--- config.mk ---
export PLATFORM = sky130hd
export DESIGN_NAME = range_stats
export DESIGN_NICKNAME = d
export VERILOG_FILES = /design/src/rtl/range_stats_pkg.sv /design/src/rtl/range_stats_seg7.sv /design/src/rtl/range_stats.sv
export SDC_FILE = /design/constraint.sdc
export NUM_CORES = 1
export LEC_CHECK = 0
export CAP_MARGIN = 40
export CORE_MARGIN = 2
export CORE_UTILIZATION = 50
export CTS_BUF_LIST = sky130_fd_sc_hd__clkbuf_4
export DETAILED_ROUTE_END_ITERATION = 7
export PLACE_DENSITY = 0.74
export SYNTH_ARGS = -nofsm -noshare
export SYNTH_HDL_FRONTEND = slang
export SYNTH_HIERARCHICAL = 1
export SYNTH_SLANG_ARGS = --single-unit
export TNS_END_PERCENT = 1
--- constraint.sdc ---
create_clock -name clock -period 7.1 [get_ports clock]
set_input_delay 1.42 -clock clock [delete_from_list [all_inputs] [get_ports clock]]
set_output_delay 1.42 -clock clock [all_outputs]
set_load 0.01 [all_outputs]
--- src/rtl/range_stats_pkg.sv ---
// Shared definitions for range_stats: FSM state encoding and result-select codes.
package range_stats_pkg;

  typedef enum logic [1:0] {
    ST_IDLE  = 2'd0,
    ST_ACCUM = 2'd1,
    ST_DONE  = 2'd2,
    ST_ERROR = 2'd3
  } state_t;

  localparam logic [1:0] SEL_RANGE = 2'd0;
  localparam logic [1:0] SEL_MIN   = 2'd1;
  localparam logic [1:0] SEL_MAX   = 2'd2;
  localparam logic [1:0] SEL_COUNT = 2'd3;

endpackage

--- src/rtl/range_stats_seg7.sv ---
// Hex-digit to seven-segment decoder (active-high, bit order gfedcba).
// Compiled only when RANGE_STATS_SEG7_EN is defined, since only that build instantiates it.
`ifdef RANGE_STATS_SEG7_EN
module seg7 (
  input  logic [3:0] digit,
  output logic [6:0] segments
);

  always_comb begin
    segments = 7'h00;
    case (digit)
      4'h0: segments = 7'h3F;
      4'h1: segments = 7'h06;
      4'h2: segments = 7'h5B;
      4'h3: segments = 7'h4F;
      4'h4: segments = 7'h66;
      4'h5: segments = 7'h6D;
      4'h6: segments = 7'h7D;
      4'h7: segments = 7'h07;
      4'h8: segments = 7'h7F;
      4'h9: segments = 7'h6F;
      4'hA: segments = 7'h77;
      4'hB: segments = 7'h7C;
      4'hC: segments = 7'h39;
      4'hD: segments = 7'h5E;
      4'hE: segments = 7'h79;
      4'hF: segments = 7'h71;
      default: segments = 7'h00;
    endcase
  end

endmodule
`endif

--- src/rtl/range_stats.sv ---
// Session-based min/max/count/range tracker with a four-state control FSM.
// Optional seven-segment output of result[3:0] when RANGE_STATS_SEG7_EN is defined.
module range_stats
  import range_stats_pkg::*;
#(
  parameter int WIDTH = 12,
  parameter int CNT_W = 8
) (
  input  logic             clock,
  input  logic             reset,
  input  logic [WIDTH-1:0] data_in,
  input  logic             go,
  input  logic             finish,
  input  logic [1:0]       sel,
  output logic [WIDTH-1:0] result,
  output logic [CNT_W-1:0] count,
  output logic [1:0]       state_out,
  output logic             valid,
  output logic             error
`ifdef RANGE_STATS_SEG7_EN
  ,
  output logic [6:0]       segments
`endif
);

  localparam logic [CNT_W-1:0] CNT_MAX = '1;

  state_t           state_reg, state_next;
  logic [WIDTH-1:0] min_reg, min_next;
  logic [WIDTH-1:0] max_reg, max_next;
  logic [CNT_W-1:0] count_reg, count_next;
  logic [WIDTH-1:0] range_val;

  always_ff @(posedge clock) begin
    if (reset) begin
      state_reg <= ST_IDLE;
      min_reg   <= '1;
      max_reg   <= '0;
      count_reg <= '0;
    end else begin
      state_reg <= state_next;
      min_reg   <= min_next;
      max_reg   <= max_next;
      count_reg <= count_next;
    end
  end

  // A strobe collision always wins over either strobe alone and freezes the statistics.
  always_comb begin
    state_next = state_reg;
    min_next   = min_reg;
    max_next   = max_reg;
    count_next = count_reg;
    if (go && finish) begin
      state_next = ST_ERROR;
    end else if (go) begin
      state_next = ST_ACCUM;
      if (state_reg == ST_ACCUM) begin
        if (data_in < min_reg) min_next = data_in;
        if (data_in > max_reg) max_next = data_in;
        if (count_reg != CNT_MAX) count_next = count_reg + CNT_W'(1);
      end else begin
        min_next   = data_in;
        max_next   = data_in;
        count_next = CNT_W'(1);
      end
    end else if (finish) begin
      state_next = (state_reg == ST_ACCUM) ? ST_DONE : ST_ERROR;
    end
  end

  // DONE is only reachable through ACCUM, so min <= max and the difference is never negative.
  assign range_val = max_reg - min_reg;

  always_comb begin
    result = '0;
    if (state_reg == ST_DONE) begin
      case (sel)
        SEL_RANGE: result = range_val;
        SEL_MIN:   result = min_reg;
        SEL_MAX:   result = max_reg;
        SEL_COUNT: result = WIDTH'(count_reg);
        default:   result = '0;
      endcase
    end
  end

  assign count     = count_reg;
  assign state_out = state_reg;
  assign valid     = (state_reg == ST_DONE);
  assign error     = (state_reg == ST_ERROR);

`ifdef RANGE_STATS_SEG7_EN
  seg7 u_seg7 (
    .digit    (result[3:0]),
    .segments (segments)
  );
`endif

endmodule

==> impl_results.html, run 1 <==
<table>
<tr><th>Metric</th><th>Value</th></tr>
<tr><th colspan="2">Critical path</th></tr>
<tr><td>Critical path required time</td><td>5.68 ns</td></tr>
<tr><td>Start-to-end type of the worst setup path</td><td>input pin to output pin</td></tr>
<tr><td>Flop-to-flop setup slack</td><td>4.63 ns</td></tr>
<tr><td>R2r endpoint</td><td>max_reg[1]</td></tr>
<tr><td>Number of gates on the worst path with buffers counted</td><td>6</td></tr>
<tr><td>Beginning of the critical path</td><td>sel[0]</td></tr>
<tr><td>CP Cell Sequence</td><td>clkdlybuf4s50_1 &gt; nor2_1 &gt; nand3_1 &gt; mux2_1 &gt; o21ai_1 &gt; clkdlybuf4s50_1</td></tr>
<tr><td>Beginning of the worst register-to-register path</td><td>max_reg[1]</td></tr>
<tr><td>Peak per-stage delay on the critical path</td><td>0.73 ns</td></tr>
<tr><td>Worst path arrival time</td><td>3.71 ns</td></tr>
<tr><td>Startpoint Class</td><td>input pin</td></tr>
<tr><td>Worst setup path endpoint</td><td>result[8]</td></tr>
<tr><td>Highest net fanout along the worst path</td><td>13</td></tr>
<tr><td>Most common cell type on the critical path</td><td>sky130_fd_sc_hd__clkdlybuf4s50_1</td></tr>
<tr><td>Slowest CP cell</td><td>sky130_fd_sc_hd__clkdlybuf4s50_1</td></tr>
<tr><td>Critical path buffer and inverter count</td><td>2</td></tr>
<tr><td>Cells on worst reg2reg path</td><td>9</td></tr>
<tr><td>Endpoint kind of the worst setup timing path</td><td>output pin</td></tr>
<tr><td>Dominant delay contributor by cell family on the critical path</td><td>buffers and inverters</td></tr>
<tr><th colspan="2">Outcome</th></tr>
<tr><td>Outcome</td><td>finished, final reports clean</td></tr>
<tr><th colspan="2">Die</th></tr>
<tr><td>X dimension of the die</td><td>78.3 um</td></tr>
<tr><td>Floorplan die area</td><td>6130 um2</td></tr>
<tr><td>Rows</td><td>27</td></tr>
<tr><td>Core outline area</td><td>5410 um2</td></tr>
<tr><td>Count of boundary I/O pins</td><td>42</td></tr>
<tr><td>Die outline height</td><td>78.3 um</td></tr>
<tr><td>Starting Density</td><td>0.511</td></tr>
<tr><th colspan="2">Pwr</th></tr>
<tr><td>Largest voltage drop on the vdd net</td><td>0.000120 V</td></tr>
<tr><td>Power density normalized to cell area</td><td>132 nW/um2</td></tr>
<tr><td>LEAKAGE</td><td>1.45 nW</td></tr>
<tr><th colspan="2">Timing</th></tr>
<tr><td>Fin Clk Skew</td><td>0.00730 ns</td></tr>
<tr><td>Unrepaired setup endpoints after global routing</td><td>no</td></tr>
<tr><td>Achievable clock frequency</td><td>195 MHz</td></tr>
<tr><td>Number of failing hold endpoints at the final stage</td><td>0</td></tr>
<tr><td>Tmin final</td><td>5.13 ns</td></tr>
<tr><td>Normalized max-slew margin</td><td>0.454</td></tr>
<tr><td>Actual slew at the worst max-slew pin</td><td>0.811 ns</td></tr>
<tr><td>Final Cycle Share</td><td>0.722</td></tr>
<tr><td>Total Neg Setup Slack</td><td>0 ns</td></tr>
<tr><td>Max-slew violations</td><td>0</td></tr>
<tr><td>Setup violation total in the final timing report</td><td>0</td></tr>
<tr><th colspan="2">Detailed routing</th></tr>
<tr><td>Average via count per standard cell</td><td>5.88</td></tr>
<tr><td>Routed length per placed instance</td><td>16.3 um</td></tr>
<tr><td>Detailed-routing iteration count for the pre-antenna-repair pass</td><td>5</td></tr>
<tr><td>Post-route ant nets</td><td>0</td></tr>
<tr><td>Total via count in the routed design</td><td>2563</td></tr>
<tr><td>DRC violations left</td><td>0</td></tr>
<tr><td>Initial DRC count</td><td>240</td></tr>
<tr><td>Final Routed Wirelength</td><td>7100 um</td></tr>
<tr><th colspan="2">Global route</th></tr>
<tr><td>Via count of the first global-routing pass</td><td>2456</td></tr>
<tr><td>Maximum number of pins on one net before global-route repair</td><td>28</td></tr>
<tr><td>Remaining global-route overflow</td><td>0</td></tr>
<tr><td>First-pass GRT wire length</td><td>12100 um</td></tr>
<tr><td>Overall global routing resource usage</td><td>0.250</td></tr>
<tr><td>Initial antenna violation count</td><td>0</td></tr>
<tr><th colspan="2">Logic synthesis</th></tr>
<tr><td>Dominant synthesized flop cell</td><td>sky130_fd_sc_hd__dfxtp_1</td></tr>
<tr><td>Avg Synthesized Cell Area</td><td>8.47 um2</td></tr>
<tr><td>Sequential cell area fraction in the yosys report</td><td>0.246</td></tr>
<tr><td>Instance count of the mapped netlist</td><td>326</td></tr>
<tr><td>Share of flip-flops with an asynchronous set or reset after synthesis</td><td>0</td></tr>
<tr><td>Post-synthesis cell area</td><td>2760 um2</td></tr>
<tr><td>Count of different cell masters after synthesis</td><td>57</td></tr>
<tr><td>Post-Synthesis Net Count</td><td>380</td></tr>
<tr><td>Number of synthesized flops with an enable pin</td><td>0</td></tr>
<tr><td>Warnings from Yosys</td><td>6</td></tr>
<tr><td>Post-synthesis register bit count</td><td>34</td></tr>
<tr><th colspan="2">Clock network</th></tr>
<tr><td>Post-CTS Setup Bufs</td><td>0</td></tr>
<tr><td>Count of instances resized after the clock tree is built</td><td>0</td></tr>
<tr><td>Clock latency reported for the late side of the worst-skew pair</td><td>0.34 ns</td></tr>
<tr><td>Clock buffers created by TritonCTS</td><td>5</td></tr>
<tr><td>Clock Root Buffer</td><td>sky130_fd_sc_hd__clkbuf_4</td></tr>
<tr><td>Clock-pin slew on the worst setup and hold paths</td><td>0.10 ns</td></tr>
<tr><td>Clock tree from TritonCTS</td><td>yes</td></tr>
<tr><td>Max Buffers Root-to-Sink</td><td>2</td></tr>
<tr><td>Number of sinks driven by the clock tree</td><td>34</td></tr>
<tr><td>Cts hold-fix bufs</td><td>0</td></tr>
<tr><td>H-Tree Level Count</td><td>2</td></tr>
<tr><th colspan="2">Layout</th></tr>
<tr><td>Number of inserted diodes</td><td>0</td></tr>
<tr><td># fillers</td><td>509</td></tr>
<tr><td>Share of layout cells above drive strength 1</td><td>0.0659</td></tr>
<tr><td>Most common cell after layout, fill and taps aside</td><td>sky130_fd_sc_hd__clkdlybuf4s50_1</td></tr>
<tr><td>Most frequent cells in the layout</td><td>41 x sky130_fd_sc_hd__clkdlybuf4s50_1, 35 x sky130_fd_sc_hd__ha_1, 34 x sky130_fd_sc_hd__dfxtp_1</td></tr>
<tr><td>Layout Nets</td><td>419</td></tr>
<tr><td>Area growth syn-to-layout</td><td>18.8%</td></tr>
<tr><td>Fraction of the core area covered by cells at the end of the flow</td><td>0.607</td></tr>
<tr><th colspan="2">Worst hold path</th></tr>
<tr><td>Hold Path Stages</td><td>2</td></tr>
<tr><td>Type of the tightest min-delay check</td><td>flip-flop to flip-flop</td></tr>
<tr><th colspan="2">Placed design</th></tr>
<tr><td>Port buffer count</td><td>41</td></tr>
<tr><td>Routability congestion estimate from global placement</td><td>0.862</td></tr>
<tr><td>HPWL reported at the end of detailed placement</td><td>5450 um</td></tr>
<tr><th colspan="2">Run</th></tr>
<tr><td>Count of maximum capacitance violations</td><td>0</td></tr>
</table>
[Yosys cell counts, types with 6 or more instances]
cell                        n  area share
sky130_fd_sc_hd__mux2i_1   20       0.072
sky130_fd_sc_hd__xor2_1     6       0.019
sky130_fd_sc_hd__ha_1      35        0.16
sky130_fd_sc_hd__nand4_1    7       0.016
sky130_fd_sc_hd__inv_1     30       0.041
sky130_fd_sc_hd__clkbuf_1   6      0.0082
sky130_fd_sc_hd__o21ai_1    6       0.011
sky130_fd_sc_hd__nor3_1    17       0.031
sky130_fd_sc_hd__nand2_1    9       0.012
sky130_fd_sc_hd__a31oi_1   14       0.032
sky130_fd_sc_hd__xnor2_1    6       0.019
sky130_fd_sc_hd__a21oi_1   21       0.038
sky130_fd_sc_hd__dfxtp_1   34        0.25
sky130_fd_sc_hd__nor2_1    32       0.043
sky130_fd_sc_hd__nand3_1    6       0.011
[cells by family (layout without fill, tap and decap cells)]
family / Yosys count / after routing / synth area share
simple gates: 95 / 95 / 0.175
compound gates: 79 / 79 / 0.199
buf+inv: 45 / 83 / 0.0666
fa+ha+maj: 36 / 36 / 0.166
flops: 34 / 34 / 0.246
mux: 25 / 25 / 0.109
xor+xnor: 12 / 12 / 0.0381
[worst min path at each step]
stage	to	slack, ns	start
2_1_floorplan	min_reg[3]	0.49	min_reg[3]
3_3_place_gp	min_reg[2]	0.51	min_reg[2]
3_5_place_dp	max_reg[5]	0.52	max_reg[5]
4_1_cts	min_reg[2]	0.54	min_reg[2]
5_1_grt	min_reg[5]	0.57	min_reg[5]
6_report	min_reg[2]	0.54	min_reg[2]
[power by group]
part           internal, mW  switching [mW]
registers             0.199         0.00829
logic                0.0589          0.0691
clock network        0.0338          0.0630
total                 0.292           0.140
[through the flow]
step                      worst slack, ns  instances  cell area (um2)  hold WS, ns  total power, mW
final                                1.97        436             3280        0.539            0.432
after global routing                 1.89        436             3280        0.575            0.461
after CTS                            1.99        436             3280        0.543            0.435
after detailed placement             1.99        430             3240        0.522            0.338
after global placement               1.79        428             3210        0.511            0.333
after floorplan                      3.36        326             2760        0.485            0.293
[metal layers]
| layer | GRT usage | wire [um] |
|---|---|---|
| met1 | 0.324 | 3220 |
| met2 | 0.433 | 3440 |
| met3 | 0.0368 | 324 |
| met4 | 0.0684 | 111 |
| met5 | 0 | 0 |
[worst register-to-register path: stages (launching register included)]
cell and delay, ns:
sky130_fd_sc_hd__dfxtp_1 0.44, sky130_fd_sc_hd__inv_1 0.07, sky130_fd_sc_hd__ha_1 0.28, sky130_fd_sc_hd__nor2b_1 0.14
sky130_fd_sc_hd__o211ai_2 0.13, sky130_fd_sc_hd__a21boi_1 0.12, sky130_fd_sc_hd__o41ai_4 0.67, sky130_fd_sc_hd__buf_8 0.23
sky130_fd_sc_hd__mux2i_1 0.22, sky130_fd_sc_hd__nor2_1 0.05
[area by class of cell]
class | count | area (um2) | area share
multi-input combinational | 247 | 1900 | 0.578
sequential | 34 | 681 | 0.207
timing repair buffer | 44 | 448 | 0.137
inverter | 33 | 124 | 0.0378
tap | 72 | 90.1 | 0.0275
clock buffer | 5 | 37.5 | 0.0114
clock inverter | 1 | 3.75 | 0.00114
No activity file was read; power rests on OpenSTA's default activity.
==> run 2, diff against run 1 <==
clock period = 4.8 ns   (was 7.1 ns; I/O delays follow)
==> run 2 against run 1 <==
First-iteration DRC count fell by 25%. Clock power grew 49%. Sequential cell count stayed put. Utilization stayed put.
==> impl_results.html, run 2 (synthesized netlist as in run 1, its figures left out) <==
<table>
<tr><th>Metric</th><th>Value</th></tr>
<tr><th colspan="2">Timing</th></tr>
<tr><td>Fin Hold WS</td><td>0.538 ns (was 0.539 ns)</td></tr>
<tr><td>Fin Clk Skew</td><td>0.00381 ns (was 0.00730 ns)</td></tr>
<tr><td>Normalized max-slew margin</td><td>0.459 (was 0.454)</td></tr>
<tr><td>Final Cycle Share</td><td>0.866</td></tr>
<tr><td>Number of failing hold endpoints at the final stage</td><td>0 (unchanged)</td></tr>
<tr><td>Max-slew violations</td><td>0 (unchanged)</td></tr>
<tr><td>Actual slew at the worst max-slew pin</td><td>0.804 ns (was 0.811 ns)</td></tr>
<tr><td>Setup violation total in the final timing report</td><td>0 (unchanged)</td></tr>
<tr><td>Achievable clock frequency</td><td>240 MHz</td></tr>
<tr><td>Unrepaired setup endpoints after global routing</td><td>no (unchanged)</td></tr>
<tr><td>Total Neg Setup Slack</td><td>0 ns (unchanged)</td></tr>
<tr><td>Tmin final</td><td>4.16 ns</td></tr>
<tr><th colspan="2">Detailed routing</th></tr>
<tr><td>Initial DRC count</td><td>181 (was 240)</td></tr>
<tr><td>Routed length per placed instance</td><td>16.5 um (was 16.3 um)</td></tr>
<tr><td>Post-route ant nets</td><td>0 (unchanged)</td></tr>
<tr><td>DRC violations left</td><td>0 (unchanged)</td></tr>
<tr><td>Average via count per standard cell</td><td>5.83 (was 5.88)</td></tr>
<tr><td>Final Routed Wirelength</td><td>7230 um (was 7100 um)</td></tr>
<tr><td>Detailed-routing iteration count for the pre-antenna-repair pass</td><td>4 (was 5)</td></tr>
<tr><td>Total via count in the routed design</td><td>2554 (was 2563)</td></tr>
<tr><th colspan="2">Clock network</th></tr>
<tr><td>H-Tree Level Count</td><td>2 (unchanged)</td></tr>
<tr><td>Clock Root Buffer</td><td>sky130_fd_sc_hd__clkbuf_4 (unchanged)</td></tr>
<tr><td>Clock tree from TritonCTS</td><td>yes (unchanged)</td></tr>
<tr><td>Max Buffers Root-to-Sink</td><td>2 (unchanged)</td></tr>
<tr><td>Clock buffers created by TritonCTS</td><td>5 (unchanged)</td></tr>
<tr><td>Number of sinks driven by the clock tree</td><td>34 (unchanged)</td></tr>
<tr><td>Count of instances resized after the clock tree is built</td><td>0 (unchanged)</td></tr>
<tr><td>Post-CTS Setup Bufs</td><td>0 (unchanged)</td></tr>
<tr><td>Clock-pin slew on the worst setup and hold paths</td><td>0.10 ns (about the same)</td></tr>
<tr><td>Clock latency reported for the late side of the worst-skew pair</td><td>0.33 ns (was 0.34 ns)</td></tr>
<tr><td>Cts hold-fix bufs</td><td>0 (unchanged)</td></tr>
<tr><th colspan="2">Die</th></tr>
<tr><td>Rows</td><td>27 (unchanged)</td></tr>
<tr><td>Floorplan die area</td><td>6130 um2 (unchanged)</td></tr>
<tr><td>Count of boundary I/O pins</td><td>42 (unchanged)</td></tr>
<tr><td>Core outline area</td><td>5410 um2 (unchanged)</td></tr>
<tr><td>X dimension of the die</td><td>78.3 um (unchanged)</td></tr>
<tr><td>Die outline height</td><td>78.3 um (unchanged)</td></tr>
<tr><td>Starting Density</td><td>0.511 (unchanged)</td></tr>
<tr><th colspan="2">Layout</th></tr>
<tr><td>Share of layout cells above drive strength 1</td><td>0.0710 (was 0.0659)</td></tr>
<tr><td>Most common cell after layout, fill and taps aside</td><td>sky130_fd_sc_hd__clkdlybuf4s50_1 (unchanged)</td></tr>
<tr><td>Area growth syn-to-layout</td><td>18.8% (unchanged)</td></tr>
<tr><td>Layout Nets</td><td>421 (was 419)</td></tr>
<tr><td>Number of inserted diodes</td><td>0 (unchanged)</td></tr>
<tr><td>Fraction of the core area covered by cells at the end of the flow</td><td>0.607 (unchanged)</td></tr>
<tr><td>Most frequent cells in the layout</td><td>41 x sky130_fd_sc_hd__clkdlybuf4s50_1, 35 x sky130_fd_sc_hd__ha_1, 34 x sky130_fd_sc_hd__dfxtp_1 (unchanged)</td></tr>
<tr><td>Final instance count without filler cells</td><td>438 (was 436)</td></tr>
<tr><th colspan="2">Run</th></tr>
<tr><td>Count of maximum capacitance violations</td><td>0 (unchanged)</td></tr>
<tr><th colspan="2">Pwr</th></tr>
<tr><td>Largest voltage drop on the vdd net</td><td>0.000139 V (was 0.000120 V)</td></tr>
<tr><td>LEAKAGE</td><td>1.45 nW (about the same)</td></tr>
<tr><td>Final Power</td><td>0.641 mW (was 0.432 mW)</td></tr>
<tr><td>Net Switching</td><td>0.209 mW (was 0.140 mW)</td></tr>
<tr><td>Net switching fraction of the power</td><td>0.327 (was 0.325)</td></tr>
<tr><td>Combinational share of power</td><td>0.294 (was 0.296)</td></tr>
<tr><td>Power density normalized to cell area</td><td>195 nW/um2 (was 132 nW/um2)</td></tr>
<tr><td>Reg power frac</td><td>0.481 (was 0.480)</td></tr>
<tr><td>Power share of the clock group</td><td>0.225 (was 0.224)</td></tr>
<tr><td>Internal power of the cells</td><td>0.431 mW (was 0.292 mW)</td></tr>
<tr><th colspan="2">Placed design</th></tr>
<tr><td>Routability congestion estimate from global placement</td><td>0.936 (was 0.862)</td></tr>
<tr><td>Port buffer count</td><td>41 (unchanged)</td></tr>
<tr><td>HPWL reported at the end of detailed placement</td><td>5570 um (was 5450 um)</td></tr>
<tr><td>Number of instances in the placed design</td><td>432 (was 430)</td></tr>
<tr><th colspan="2">Critical path</th></tr>
<tr><td>CP Cell Sequence</td><td>clkdlybuf4s50_1 &gt; nor2_1 &gt; nand3_1 &gt; mux2_1 &gt; o21ai_1 &gt; clkdlybuf4s50_1 (unchanged)</td></tr>
<tr><td>Critical path buffer and inverter count</td><td>2 (unchanged)</td></tr>
<tr><td>Worst path arrival time</td><td>3.20 ns (was 3.71 ns)</td></tr>
<tr><td>Dominant delay contributor by cell family on the critical path</td><td>buffers and inverters (unchanged)</td></tr>
<tr><td>Start-to-end type of the worst setup path</td><td>input pin to output pin (unchanged)</td></tr>
<tr><td>Highest net fanout along the worst path</td><td>12 (was 13)</td></tr>
<tr><td>Peak per-stage delay on the critical path</td><td>0.66 ns (was 0.73 ns)</td></tr>
<tr><td>Slowest CP cell</td><td>sky130_fd_sc_hd__clkdlybuf4s50_1 (unchanged)</td></tr>
<tr><td>Endpoint kind of the worst setup timing path</td><td>output pin (unchanged)</td></tr>
<tr><td>Startpoint Class</td><td>input pin (unchanged)</td></tr>
<tr><td>Most common cell type on the critical path</td><td>sky130_fd_sc_hd__clkdlybuf4s50_1 (unchanged)</td></tr>
<tr><td>Critical path required time</td><td>3.84 ns (was 5.68 ns)</td></tr>
<tr><th colspan="2">Global route</th></tr>
<tr><td>Overall global routing resource usage</td><td>0.250 (about the same)</td></tr>
<tr><td>Via count of the first global-routing pass</td><td>2430 (was 2456)</td></tr>
<tr><td>Maximum number of pins on one net before global-route repair</td><td>28 (unchanged)</td></tr>
<tr><td>Remaining global-route overflow</td><td>0 (unchanged)</td></tr>
<tr><td>First-pass GRT wire length</td><td>11800 um (was 12100 um)</td></tr>
<tr><td>Initial antenna violation count</td><td>0 (unchanged)</td></tr>
<tr><th colspan="2">Outcome</th></tr>
<tr><td>Outcome</td><td>finished, final reports clean (unchanged)</td></tr>
<tr><th colspan="2">Worst hold path</th></tr>
<tr><td>Type of the tightest min-delay check</td><td>flip-flop to flip-flop (unchanged)</td></tr>
</table>
[run 2: path summary, 6_finish.rpt]
check,startpoint,endpoint,slack (ns),depth (start not counted)
min,min_reg[6],min_reg[6],0.54,2
min reg2reg,min_reg[6],min_reg[6],0.54,2
max,sel[1],result[8],0.64,6
max reg2reg,max_reg[11],max_reg[6],2.32,9
[run 2: layer usage]
| metal | track usage | part of all wire | vias to the layer above |
|---|---|---|---|
| met3 | 0.0414 | 0.049 | 12 |
| met1 | 0.322 | 0.46 | 1200 |
| met5 | 0 | 0 | - |
| met2 | 0.418 | 0.47 | 73 |
| li1 | - | - | 1269 |
| met4 | 0.0947 | 0.020 | 0 |
[run 2: cell type report]
| class | instances | area (um2) |
|---|---|---|
| fillers | 507 | 2120 |
| multi-input cells | 247 | 1900 |
| flip-flops and latches | 34 | 681 |
| repair buffers | 46 | 448 |
| inverters | 33 | 124 |
| well taps | 72 | 90.1 |
| clock buffers | 5 | 37.5 |
| clock inverters | 1 | 3.75 |
[run 2: worst reg2reg max path: cells and delay by family, from the launching register on]
family | cells | cell delay (ns)
muxes | 1 | 0.21
DFF | 1 | 0.42
and+or+nand+nor | 3 | 0.27
buffers and inverters | 2 | 0.40
AOI/OAI and AO/OA | 2 | 0.74
adders and majority gates | 1 | 0.31
[run 2: power groups by stage]
stage	combinational [mW]	clock, mW	sequential [mW]
after floorplan	0.123	0	0.310
after global placement	0.182	0	0.313
after detailed placement	0.187	0	0.314
after CTS	0.188	0.151	0.308
after global routing	0.208	0.162	0.310
final	0.189	0.144	0.308
[run 2: stage by stage]
stage          instance area, um2  worst slack (ns)
6_report                     3280             0.641
5_1_grt                      3280             0.474
4_1_cts                      3280             0.672
3_5_place_dp                 3240             0.654
3_3_place_gp                 3240             0.725
2_1_floorplan                2760              1.83
==> run 3, diff against run 2 <==
CTS_CLUSTER_SIZE = 10   (was not set)
HOLD_SLACK_MARGIN = 0.15   (was not set)
MAX_ROUTING_LAYER = met4   (was not set)
==> run 3 against run 2 <==
Via count hardly changed. Critical path type unchanged. First-iteration DRC count is 3.9% higher. Critical path depth stayed put. Highest routed layer unchanged. Sequential share of layout area stayed put. Final area stayed put.
==> impl_results.html, run 3 (synthesized netlist as in run 1, its figures left out) <==
<table>
<tr><th>Metric</th><th>Value</th></tr>
<tr><th colspan="2">Outcome</th></tr>
<tr><td>Outcome</td><td>finished, final reports clean (unchanged)</td></tr>
<tr><th colspan="2">Die</th></tr>
<tr><td>Starting Density</td><td>0.511 (unchanged)</td></tr>
<tr><td>Count of boundary I/O pins</td><td>42 (unchanged)</td></tr>
<tr><td>Core outline area</td><td>5410 um2 (unchanged)</td></tr>
<tr><td>X dimension of the die</td><td>78.3 um (unchanged)</td></tr>
<tr><td>Rows</td><td>27 (unchanged)</td></tr>
<tr><td>Die outline height</td><td>78.3 um (unchanged)</td></tr>
<tr><td>Floorplan die area</td><td>6130 um2 (unchanged)</td></tr>
<tr><th colspan="2">Layout</th></tr>
<tr><td>Most common cell after layout, fill and taps aside</td><td>sky130_fd_sc_hd__clkdlybuf4s50_1 (unchanged)</td></tr>
<tr><td>Most frequent cells in the layout</td><td>41 x sky130_fd_sc_hd__clkdlybuf4s50_1, 35 x sky130_fd_sc_hd__ha_1, 34 x sky130_fd_sc_hd__dfxtp_1 (unchanged)</td></tr>
<tr><td>Number of inserted diodes</td><td>0 (unchanged)</td></tr>
<tr><td>Layout Nets</td><td>421 (unchanged)</td></tr>
<tr><td>Share of layout cells above drive strength 1</td><td>0.0710 (unchanged)</td></tr>
<tr><td>Area growth syn-to-layout</td><td>18.8% (unchanged)</td></tr>
<tr><td>Fraction of the core area covered by cells at the end of the flow</td><td>0.607 (unchanged)</td></tr>
<tr><th colspan="2">Critical path</th></tr>
<tr><td>R2r endpoint</td><td>max_reg[6] (unchanged)</td></tr>
<tr><td>Worst path arrival time</td><td>3.20 ns (about the same)</td></tr>
<tr><td>Cells on worst reg2reg path</td><td>9 (unchanged)</td></tr>
<tr><td>Flop-to-flop setup slack</td><td>2.32 ns (about the same)</td></tr>
<tr><td>Start-to-end type of the worst setup path</td><td>input pin to output pin (unchanged)</td></tr>
<tr><td>Highest net fanout along the worst path</td><td>12 (unchanged)</td></tr>
<tr><td>Startpoint Class</td><td>input pin (unchanged)</td></tr>
<tr><td>Beginning of the worst register-to-register path</td><td>max_reg[11] (unchanged)</td></tr>
<tr><td>Critical path required time</td><td>3.84 ns (about the same)</td></tr>
<tr><td>Endpoint kind of the worst setup timing path</td><td>output pin (unchanged)</td></tr>
<tr><th colspan="2">Detailed routing</th></tr>
<tr><td>Average via count per standard cell</td><td>5.84 (was 5.83)</td></tr>
<tr><td>Final Routed Wirelength</td><td>7240 um (was 7230 um)</td></tr>
<tr><td>Post-route ant nets</td><td>0 (unchanged)</td></tr>
<tr><td>DRC violations left</td><td>0 (unchanged)</td></tr>
<tr><td>Routed length per placed instance</td><td>16.5 um (about the same)</td></tr>
<tr><td>Detailed-routing iteration count for the pre-antenna-repair pass</td><td>4 (unchanged)</td></tr>
<tr><td>Total via count in the routed design</td><td>2556 (was 2554)</td></tr>
<tr><td>Initial DRC count</td><td>188 (was 181)</td></tr>
<tr><th colspan="2">Timing</th></tr>
<tr><td>Setup violation total in the final timing report</td><td>0 (unchanged)</td></tr>
<tr><td>Fin Clk Skew</td><td>0.00435 ns (was 0.00381 ns)</td></tr>
<tr><td>Achievable clock frequency</td><td>241 MHz (was 240 MHz)</td></tr>
<tr><td>Number of failing hold endpoints at the final stage</td><td>0 (unchanged)</td></tr>
<tr><td>Normalized max-slew margin</td><td>0.452 (was 0.459)</td></tr>
<tr><td>Actual slew at the worst max-slew pin</td><td>0.814 ns (was 0.804 ns)</td></tr>
<tr><td>Total Neg Setup Slack</td><td>0 ns (unchanged)</td></tr>
<tr><td>Unrepaired setup endpoints after global routing</td><td>no (unchanged)</td></tr>
<tr><td>Fin Hold WS</td><td>0.538 ns (about the same)</td></tr>
<tr><td>Tmin final</td><td>4.16 ns (about the same)</td></tr>
<tr><td>Max-slew violations</td><td>0 (unchanged)</td></tr>
<tr><td>Final Cycle Share</td><td>0.866 (about the same)</td></tr>
<tr><th colspan="2">Worst hold path</th></tr>
<tr><td>Type of the tightest min-delay check</td><td>flip-flop to flip-flop (unchanged)</td></tr>
<tr><td>Hold Path Stages</td><td>2 (unchanged)</td></tr>
<tr><td>Hold endpoint</td><td>min_reg[6] (unchanged)</td></tr>
<tr><td>Hold Path Origin</td><td>min_reg[6] (unchanged)</td></tr>
<tr><th colspan="2">Placed design</th></tr>
<tr><td>HPWL reported at the end of detailed placement</td><td>5570 um (unchanged)</td></tr>
<tr><td>Routability congestion estimate from global placement</td><td>0.953 (was 0.936)</td></tr>
<tr><td>Port buffer count</td><td>41 (unchanged)</td></tr>
<tr><th colspan="2">Global route</th></tr>
<tr><td>Initial antenna violation count</td><td>0 (unchanged)</td></tr>
<tr><td>Remaining global-route overflow</td><td>0 (unchanged)</td></tr>
<tr><td>First-pass GRT wire length</td><td>11800 um (unchanged)</td></tr>
<tr><td>Maximum number of pins on one net before global-route repair</td><td>28 (unchanged)</td></tr>
<tr><td>Via count of the first global-routing pass</td><td>2432 (was 2430)</td></tr>
<tr><td>Overall global routing resource usage</td><td>0.257 (was 0.250)</td></tr>
<tr><th colspan="2">Clock network</th></tr>
<tr><td>Count of instances resized after the clock tree is built</td><td>0 (unchanged)</td></tr>
<tr><td>Cts hold-fix bufs</td><td>0 (unchanged)</td></tr>
<tr><td>Post-CTS Setup Bufs</td><td>0 (unchanged)</td></tr>
<tr><td>Max Buffers Root-to-Sink</td><td>2 (unchanged)</td></tr>
<tr><td>Clock-pin slew on the worst setup and hold paths</td><td>0.10 ns (about the same)</td></tr>
<tr><td>Clock buffers created by TritonCTS</td><td>5 (unchanged)</td></tr>
<tr><td>Clock Root Buffer</td><td>sky130_fd_sc_hd__clkbuf_4 (unchanged)</td></tr>
<tr><td>Number of sinks driven by the clock tree</td><td>34 (unchanged)</td></tr>
<tr><td>Clock tree from TritonCTS</td><td>yes (unchanged)</td></tr>
<tr><td>Clock latency reported for the late side of the worst-skew pair</td><td>0.33 ns (about the same)</td></tr>
<tr><td>H-Tree Level Count</td><td>2 (unchanged)</td></tr>
<tr><th colspan="2">Run</th></tr>
<tr><td>Count of maximum capacitance violations</td><td>0 (unchanged)</td></tr>
<tr><th colspan="2">Pwr</th></tr>
<tr><td>Largest voltage drop on the vdd net</td><td>0.000137 V (was 0.000139 V)</td></tr>
<tr><td>LEAKAGE</td><td>1.45 nW (unchanged)</td></tr>
<tr><td>Power density normalized to cell area</td><td>195 nW/um2 (about the same)</td></tr>
</table>
==> run 3: layer usage <==
metal	vias to the layer above	global-route usage	routed length (um)
met1	1199	0.322	3320
li1	1269	-	-
met2	77	0.419	3430
met4	0	0.0947	142
met5	-	-	0
met3	11	0.0414	340
==> run 3: layout make-up <==
cell class	instances	area, um2
Fill cell	507	2120
Multi-Input combinational cell	247	1900
Sequential cell	34	681
Timing Repair Buffer	46	448
Inverter	33	124
Tap cell	72	90.1
Clock buffer	5	37.5
Clock inverter	1	3.75
==> run 3: power by group <==
group / switching (mW) / leakage, nW / internal [mW]
clock: 0.0941 / 0.0246 / 0.0501
combinational: 0.102 / 1.15 / 0.0869
sequential: 0.0135 / 0.278 / 0.294
==> run 3: per-stage QoR <==
stage / total power, mW / area, um2 / worst slack [ns] / std cells
finish: 0.641 / 3280 / 0.643 / 438
detailed placement: 0.501 / 3240 / 0.654 / 432
global placement: 0.495 / 3240 / 0.725 / 432
global route: 0.680 / 3280 / 0.474 / 438
CTS: 0.646 / 3280 / 0.672 / 438
floorplan: 0.433 / 2760 / 1.83 / 326
==> run 3: worst max-delay path by stage <==
stage	from	to	slack (ns)	cells past startpoint
final	sel[1]	result[8]	0.64	6
after CTS	sel[1]	result[8]	0.67	6
after detailed placement	sel[1]	result[8]	0.65	6
after global routing	sel[1]	result[8]	0.47	6
after global placement	sel[1]	result[8]	0.73	6
after floorplan	max_reg[0]	result[6]	1.83	10
==> run 3: critical path, stage by stage <==
cell                              delay (ns)
sky130_fd_sc_hd__clkdlybuf4s50_1        0.66
sky130_fd_sc_hd__nor2_1                 0.50
sky130_fd_sc_hd__nand3_1                0.13
sky130_fd_sc_hd__mux2_1                 0.30
sky130_fd_sc_hd__o21ai_1                0.09
sky130_fd_sc_hd__clkdlybuf4s50_1        0.55
